==> config.mk <==
export PLATFORM = sky130hd
export DESIGN_NAME = pipe_hazard_ctrl
export DESIGN_NICKNAME = d
export VERILOG_FILES = /design/src/rtl/pipe_hazard_ctrl.sv
export SDC_FILE = /design/constraint.sdc
export NUM_CORES = 1
export LEC_CHECK = 0
export ABC_AREA = 1
export CAP_MARGIN = 15
export CORE_MARGIN = 5
export CORE_UTILIZATION = 50
export DETAILED_ROUTE_END_ITERATION = 10
export HOLD_SLACK_MARGIN = 0.03
export PLACE_DENSITY = 0.81
export SLEW_MARGIN = 20
export SYNTH_ARGS = -nofsm -noshare
export SYNTH_HDL_FRONTEND = slang
export SYNTH_SLANG_ARGS = --single-unit
==> constraint.sdc <==
create_clock -name clk -period 3.5 [get_ports clk]
set_clock_uncertainty 0.05 [all_clocks]
set_input_delay 0.7 -clock clk [delete_from_list [all_inputs] [get_ports clk]]
set_output_delay 0.7 -clock clk [all_outputs]
set_load 0.005 [all_outputs]
==> src/rtl/pipe_hazard_ctrl.sv <==
// Hazard/forwarding control for the 5-stage pipeline.
// Shadows Ex/Mem destinations, selects Ex operands, stalls, flushes.
module pipe_hazard_ctrl #(
  parameter int MULDIV_LAT = 32,
  parameter int CNT_W      = 6
) (
  input  logic       clk,
  input  logic       rst_n,
  input  logic [4:0] Id_Rs,
  input  logic [4:0] Id_Rt,
  input  logic [4:0] Id_Rw,
  input  logic       Id_UsesRs,
  input  logic       Id_UsesRt,
  input  logic       Id_RegWrite,
  input  logic       Id_MemRead,
  input  logic       Id_MulDivStart,
  input  logic       Id_UsesHiLo,
  input  logic       Ex_BranchTaken,
  output logic [1:0] ALUSrcA,
  output logic [1:0] ALUSrcB,
  output logic       Pc_Hold,
  output logic       Ex_Bubble,
  output logic       If_Flush,
  output logic       MulDiv_Busy
);

  // The Wr stage has no consumer here: its select code is implied
  // by a Mem-stage match at the edge the producer leaves Mem.
  logic [4:0]       ex_rw;
  logic             ex_rwe;
  logic             ex_mr;
  logic [4:0]       mem_rw;
  logic             mem_rwe;
  logic [CNT_W-1:0] cnt;

  logic       ex_hit_rs, ex_hit_rt;
  logic       mem_hit_rs, mem_hit_rt;
  logic       load_use, hilo, busy;
  logic       stall, bubble;
  logic [1:0] sel_a, sel_b;

  function automatic logic hit(
    input logic [4:0] x,
    input logic       we,
    input logic [4:0] rw
  );
    return we && (rw != 5'd0) && (rw == x);
  endfunction

  // Producer matches, hazard detection and stall/flush decisions
  always_comb begin
    ex_hit_rs  = Id_UsesRs && hit(Id_Rs, ex_rwe, ex_rw);
    ex_hit_rt  = Id_UsesRt && hit(Id_Rt, ex_rwe, ex_rw);
    mem_hit_rs = Id_UsesRs && hit(Id_Rs, mem_rwe, mem_rw);
    mem_hit_rt = Id_UsesRt && hit(Id_Rt, mem_rwe, mem_rw);
    busy       = (cnt != '0);
    load_use   = ex_mr && ex_rwe && (ex_hit_rs || ex_hit_rt);
    hilo       = busy && (Id_UsesHiLo || Id_MulDivStart);
    stall      = (load_use || hilo) && !Ex_BranchTaken;
    bubble     = stall || Ex_BranchTaken;
  end

  // Operand selects: youngest producer (Ex) beats Mem
  always_comb begin
    sel_a = 2'b00;
    sel_b = 2'b00;
    priority case (1'b1)
      ex_hit_rs:  sel_a = 2'b01;
      mem_hit_rs: sel_a = 2'b10;
      default:    sel_a = 2'b00;
    endcase
    priority case (1'b1)
      ex_hit_rt:  sel_b = 2'b01;
      mem_hit_rt: sel_b = 2'b10;
      default:    sel_b = 2'b00;
    endcase
  end

  // Status outputs forced quiet while reset is held
  always_comb begin
    Pc_Hold     = rst_n && stall;
    Ex_Bubble   = rst_n && bubble;
    If_Flush    = rst_n && Ex_BranchTaken;
    MulDiv_Busy = busy;
  end

  // Ex shadow and registered selects; bubble inserts a no-op
  always_ff @(posedge clk or negedge rst_n) begin
    if (!rst_n) begin
      ex_rw   <= '0;
      ex_rwe  <= 1'b0;
      ex_mr   <= 1'b0;
      ALUSrcA <= 2'b00;
      ALUSrcB <= 2'b00;
    end else if (bubble) begin
      ex_rw   <= '0;
      ex_rwe  <= 1'b0;
      ex_mr   <= 1'b0;
      ALUSrcA <= 2'b00;
      ALUSrcB <= 2'b00;
    end else begin
      ex_rw   <= Id_Rw;
      ex_rwe  <= Id_RegWrite;
      ex_mr   <= Id_MemRead;
      ALUSrcA <= sel_a;
      ALUSrcB <= sel_b;
    end
  end

  // Mem shadow always advances; nothing past Ex is held
  always_ff @(posedge clk or negedge rst_n) begin
    if (!rst_n) begin
      mem_rw  <= '0;
      mem_rwe <= 1'b0;
    end else begin
      mem_rw  <= ex_rw;
      mem_rwe <= ex_rwe;
    end
  end

  // Mult/div busy counter: load on issue, count down otherwise
  always_ff @(posedge clk or negedge rst_n) begin
    if (!rst_n) begin
      cnt <= '0;
    end else if (Id_MulDivStart && !bubble) begin
      cnt <= CNT_W'(MULDIV_LAT);
    end else if (busy) begin
      cnt <= cnt - 1'b1;
    end
  end

endmodule

==> report_table.html <==
<table>
<tr><th>Metric</th><th>Value</th></tr>
<tr><th colspan="2">Flow run</th></tr>
<tr><td>Max_cap viols</td><td>0</td></tr>
<tr><th colspan="2">Synthesis</th></tr>
<tr><td>Most area-hungry cell type in the Yosys netlist</td><td>dfrtp_1</td></tr>
<tr><td>Yosys Warn Count</td><td>0</td></tr>
<tr><td>Fraction of the yosys area taken by sequential cells</td><td>46.0%</td></tr>
<tr><td>Most area-consuming cells after synthesis</td><td>dfrtp_1 46%, nand2_1 11%, inv_1 9.9%</td></tr>
<tr><td>Mean cell area of the mapped netlist</td><td>7.88 um^2</td></tr>
<tr><td>Net count after synthesis</td><td>185</td></tr>
<tr><td>Number of synthesized register bits</td><td>23</td></tr>
<tr><td>Unique masters post-synth</td><td>21</td></tr>
<tr><td>Cells after synthesis</td><td>159</td></tr>
<tr><td>Cell area after technology mapping</td><td>1250 um^2</td></tr>
<tr><td>Proportion of netlist area held by the largest area contributor</td><td>46.0%</td></tr>
<tr><th colspan="2">Placement</th></tr>
<tr><td>Count of buffers inserted at the top-level ports</td><td>31</td></tr>
<tr><td>Detailed placement HPWL</td><td>2180 um</td></tr>
<tr><td>Placement Cell Area</td><td>1600 um^2</td></tr>
<tr><td>GP Congestion</td><td>0.935</td></tr>
<tr><th colspan="2">Pwr</th></tr>
<tr><td>Lkg Pwr</td><td>0.883 nW</td></tr>
<tr><td>VDD IR-drop max</td><td>450 uV</td></tr>
<tr><td>Power per cell area</td><td>413 nW/um^2</td></tr>
<tr><th colspan="2">Min path</th></tr>
<tr><td>Class of the worst hold path</td><td>reg -&gt; reg</td></tr>
<tr><th colspan="2">CTS</th></tr>
<tr><td>TritonCTS clock tree</td><td>built</td></tr>
<tr><td>Number of H-tree branching levels</td><td>1</td></tr>
<tr><td>Deepest clock path buffer count</td><td>2</td></tr>
<tr><td>Insertion delay to the later sink of the worst-skew pair</td><td>0.30 ns</td></tr>
<tr><td>TritonCTS sink count</td><td>23</td></tr>
<tr><td>TritonCTS Buffers</td><td>3</td></tr>
<tr><td>Post-CTS clock slew at the launch and capture registers of the worst setup and hold paths</td><td>0.11 ns</td></tr>
<tr><td>Number of hold-repair buffers added at the cts stage</td><td>0</td></tr>
<tr><td>Master cell of the clock root buffer</td><td>clkbuf_4</td></tr>
<tr><th colspan="2">Timing</th></tr>
<tr><td>Post-layout minimum cycle time</td><td>3.32 ns</td></tr>
<tr><td>Setup TNS</td><td>0 ns</td></tr>
<tr><td>Slew Limit Headroom</td><td>69.5%</td></tr>
<tr><td>Final hold violations</td><td>0</td></tr>
<tr><td>Max Fclk</td><td>301 MHz</td></tr>
<tr><td>Number of slew-limit violations in the final report</td><td>0</td></tr>
<tr><td>Final Cycle Share</td><td>95.0%</td></tr>
<tr><td>Slew at the pin with the worst max-slew slack</td><td>0.451 ns</td></tr>
<tr><td>Final setup violating endpoints</td><td>0</td></tr>
<tr><th colspan="2">Layout</th></tr>
<tr><td>Multi-input logic area</td><td>556 um^2</td></tr>
<tr><td>Number of diodes</td><td>0</td></tr>
<tr><td>Fraction of layout instances using a drive strength above 1</td><td>8.21%</td></tr>
<tr><td>Area taken by flip-flops and latches</td><td>576 um^2</td></tr>
<tr><td>Filler Cell Count</td><td>203</td></tr>
<tr><td>Total Nets Final</td><td>222</td></tr>
<tr><td>Synth-to-Final Area Change</td><td>31.5%</td></tr>
<tr><td>Final Cell Area</td><td>1650 um^2</td></tr>
<tr><th colspan="2">GRT</th></tr>
<tr><td>Antenna violations before repair</td><td>0</td></tr>
<tr><td>Total global routing track utilization</td><td>16.8%</td></tr>
<tr><td>Via count of the first global-routing pass</td><td>1167</td></tr>
<tr><td>Residual overflow from global routing</td><td>0</td></tr>
<tr><td>Global-route wire length before repair</td><td>4570 um</td></tr>
<tr><td>Pin count of the biggest net entering global routing</td><td>24</td></tr>
<tr><th colspan="2">Drt</th></tr>
<tr><td>Post-detailed-routing wire length</td><td>2710 um</td></tr>
<tr><td>Drt first-iter violations</td><td>51</td></tr>
<tr><td>DRC errors left</td><td>0</td></tr>
<tr><td>Number of vias per cell after detailed routing</td><td>4.64</td></tr>
<tr><td>Antenna Violating Nets Remaining</td><td>0</td></tr>
<tr><td>Pre-antenna DRT Iters</td><td>4</td></tr>
<tr><td>Via total after detailed routing</td><td>1045</td></tr>
<tr><td>Routed length per placed instance</td><td>12.0 um</td></tr>
<tr><th colspan="2">Floorplanning</th></tr>
<tr><td>Standard-cell row count</td><td>18</td></tr>
<tr><td>Effective utilization at floorplan</td><td>51.5%</td></tr>
<tr><td>Die boundary height</td><td>60.1 um</td></tr>
<tr><td>Die width</td><td>60.1 um</td></tr>
<tr><td>Die ar.</td><td>3610 um^2</td></tr>
<tr><td>Core Footprint</td><td>2430 um^2</td></tr>
<tr><td>Number of ports placed on the die boundary</td><td>32</td></tr>
<tr><th colspan="2">Worst setup path</th></tr>
<tr><td>CP Capture Type</td><td>primary output</td></tr>
<tr><td>Setup Crit Path Kind</td><td>in -&gt; out</td></tr>
<tr><td>Critical path startpoint category</td><td>input port</td></tr>
<tr><td>Worst-path fanout max</td><td>3</td></tr>
<tr><td>CP Data Required Time</td><td>2.75 ns</td></tr>
<tr><td>Arrival time of data at the critical path endpoint</td><td>2.57 ns</td></tr>
<tr><th colspan="2">Status</th></tr>
<tr><td>Result of the run</td><td>complete, no violations</td></tr>
</table>
-- power by group --
part	switching [W]	internal [W]
logic	0.000119	0.0000996
registers	0.0000357	0.000309
clock network	0.0000714	0.0000444
-- cell type report --
| type | instances | share of cell area [%] |
|---|---|---|
| sequential | 23 | 35.0 |
| timing repair buffer | 33 | 19.9 |
| multi-input combinational | 102 | 33.7 |
| clock buffer | 4 | 1.60 |
| tap | 30 | 2.28 |
| inverter | 33 | 7.52 |
-- synthesized netlist by cell type (all sizes together) --
master and number:
nor2 26, buf 1, o41ai 1, a21oi 3, a21boi 1, xnor2 2, nand3 6, or2 1
xor2 13, nand2 38, nand4 4, ha 2, o21ai 5, inv 33, dfrtp 23
-- worst max-delay path, stage by stage --
cell and delay (ns):
clkdlybuf4s50_1 0.49, inv_1 0.07, a21oi_2 0.11, nand2_1 0.08, nor2_2 0.11, nand3_2 0.11
nand2_1 0.10, nand2_2 0.07, nand2_1 0.06, nand2_1 0.07, nor2_2 0.10, clkdlybuf4s50_1 0.50
-- registers in the layout, indices dropped and copies added (netlist names) --
signal,cells
mem_rw,5
ex_rwe,1
ex_mr,1
ALUSrcB,2
mem_rwe,1
ex_rw,5
ALUSrcA,2
cnt,6
-- cells by family after synthesis --
kind of cell	synth area share (%)
flops	46.0
fa+ha+maj	2.00
xor+xnor	10.5
simple gates	26.0
compound gates	4.80
buf+inv	10.8
-- metal layers --
metal	vias up	wire, um	share of wire, %	GRT usage (%)
li1	546	-	-	-
met1	469	1050	39	19.3
met2	24	1450	54	31.0
met3	6	150	5.5	2.16
met4	0	51	1.9	6.65
met5	-	0	0	0
-- placed cells by master, fill, tap and decap left out --
cell	count
o41ai_1	1
dfrtp_1	23
dlymetal6s2s_1	1
nand3_1	4
nand4_1	3
xor2_1	13
clkbuf_4	3
o21ai_2	1
clkdlybuf4s50_1	30
nand2_2	1
clkbuf_1	1
a21oi_2	1
xnor2_1	2
inv_1	33
nor2_2	3
or2_2	1
ha_1	2
nor2_1	22
nor2_4	1
nand2_1	37
nand4_2	1
nand3_2	2
o21ai_0	4
buf_4	2
a21oi_1	2
a21boi_1	1
-- repair_timing --
action,4_1_cts,5_1_grt
gates resized for setup,0,6
endpoints found under the setup margin,0,2
setup buffers,0,1
-- metrics by stage --
stage	total power (W)	std cells	setup WS (ns)	util, %	hold WS [ns]
4_1_cts	0.000681	224	0.169	66.7	0.372
5_1_grt	0.000738	225	-0.0358	67.7	0.390
3_3_place_gp	0.000550	220	0.208	65.6	0.335
3_5_place_dp	0.000566	220	0.177	65.6	0.346
6_report	0.000679	225	0.176	67.7	0.368
2_1_floorplan	0.000484	159	1.31	-	0.324
-- final timing paths --
kind / startpoint / endpoint / slack [ns] / depth (start not counted)
setup / recovery: Id_Rs[3] / Pc_Hold / 0.18 / 12
hold / removal: ex_rw[1]$_DFF_PN0_ / mem_rw[1]$_DFF_PN0_ / 0.37 / 0
setup reg to reg: ex_rw[3]$_DFF_PN0_ / ex_mr$_DFF_PN0_ / 1.87 / 9
hold reg to reg: ex_rw[1]$_DFF_PN0_ / mem_rw[1]$_DFF_PN0_ / 0.37 / 0
max in group asynchronous: rst_n / mem_rw[1]$_DFF_PN0_ / 2.38 / 2
min in group asynchronous: rst_n / ex_mr$_DFF_PN0_ / 0.80 / 2
(Power assumes the default switching activity.)
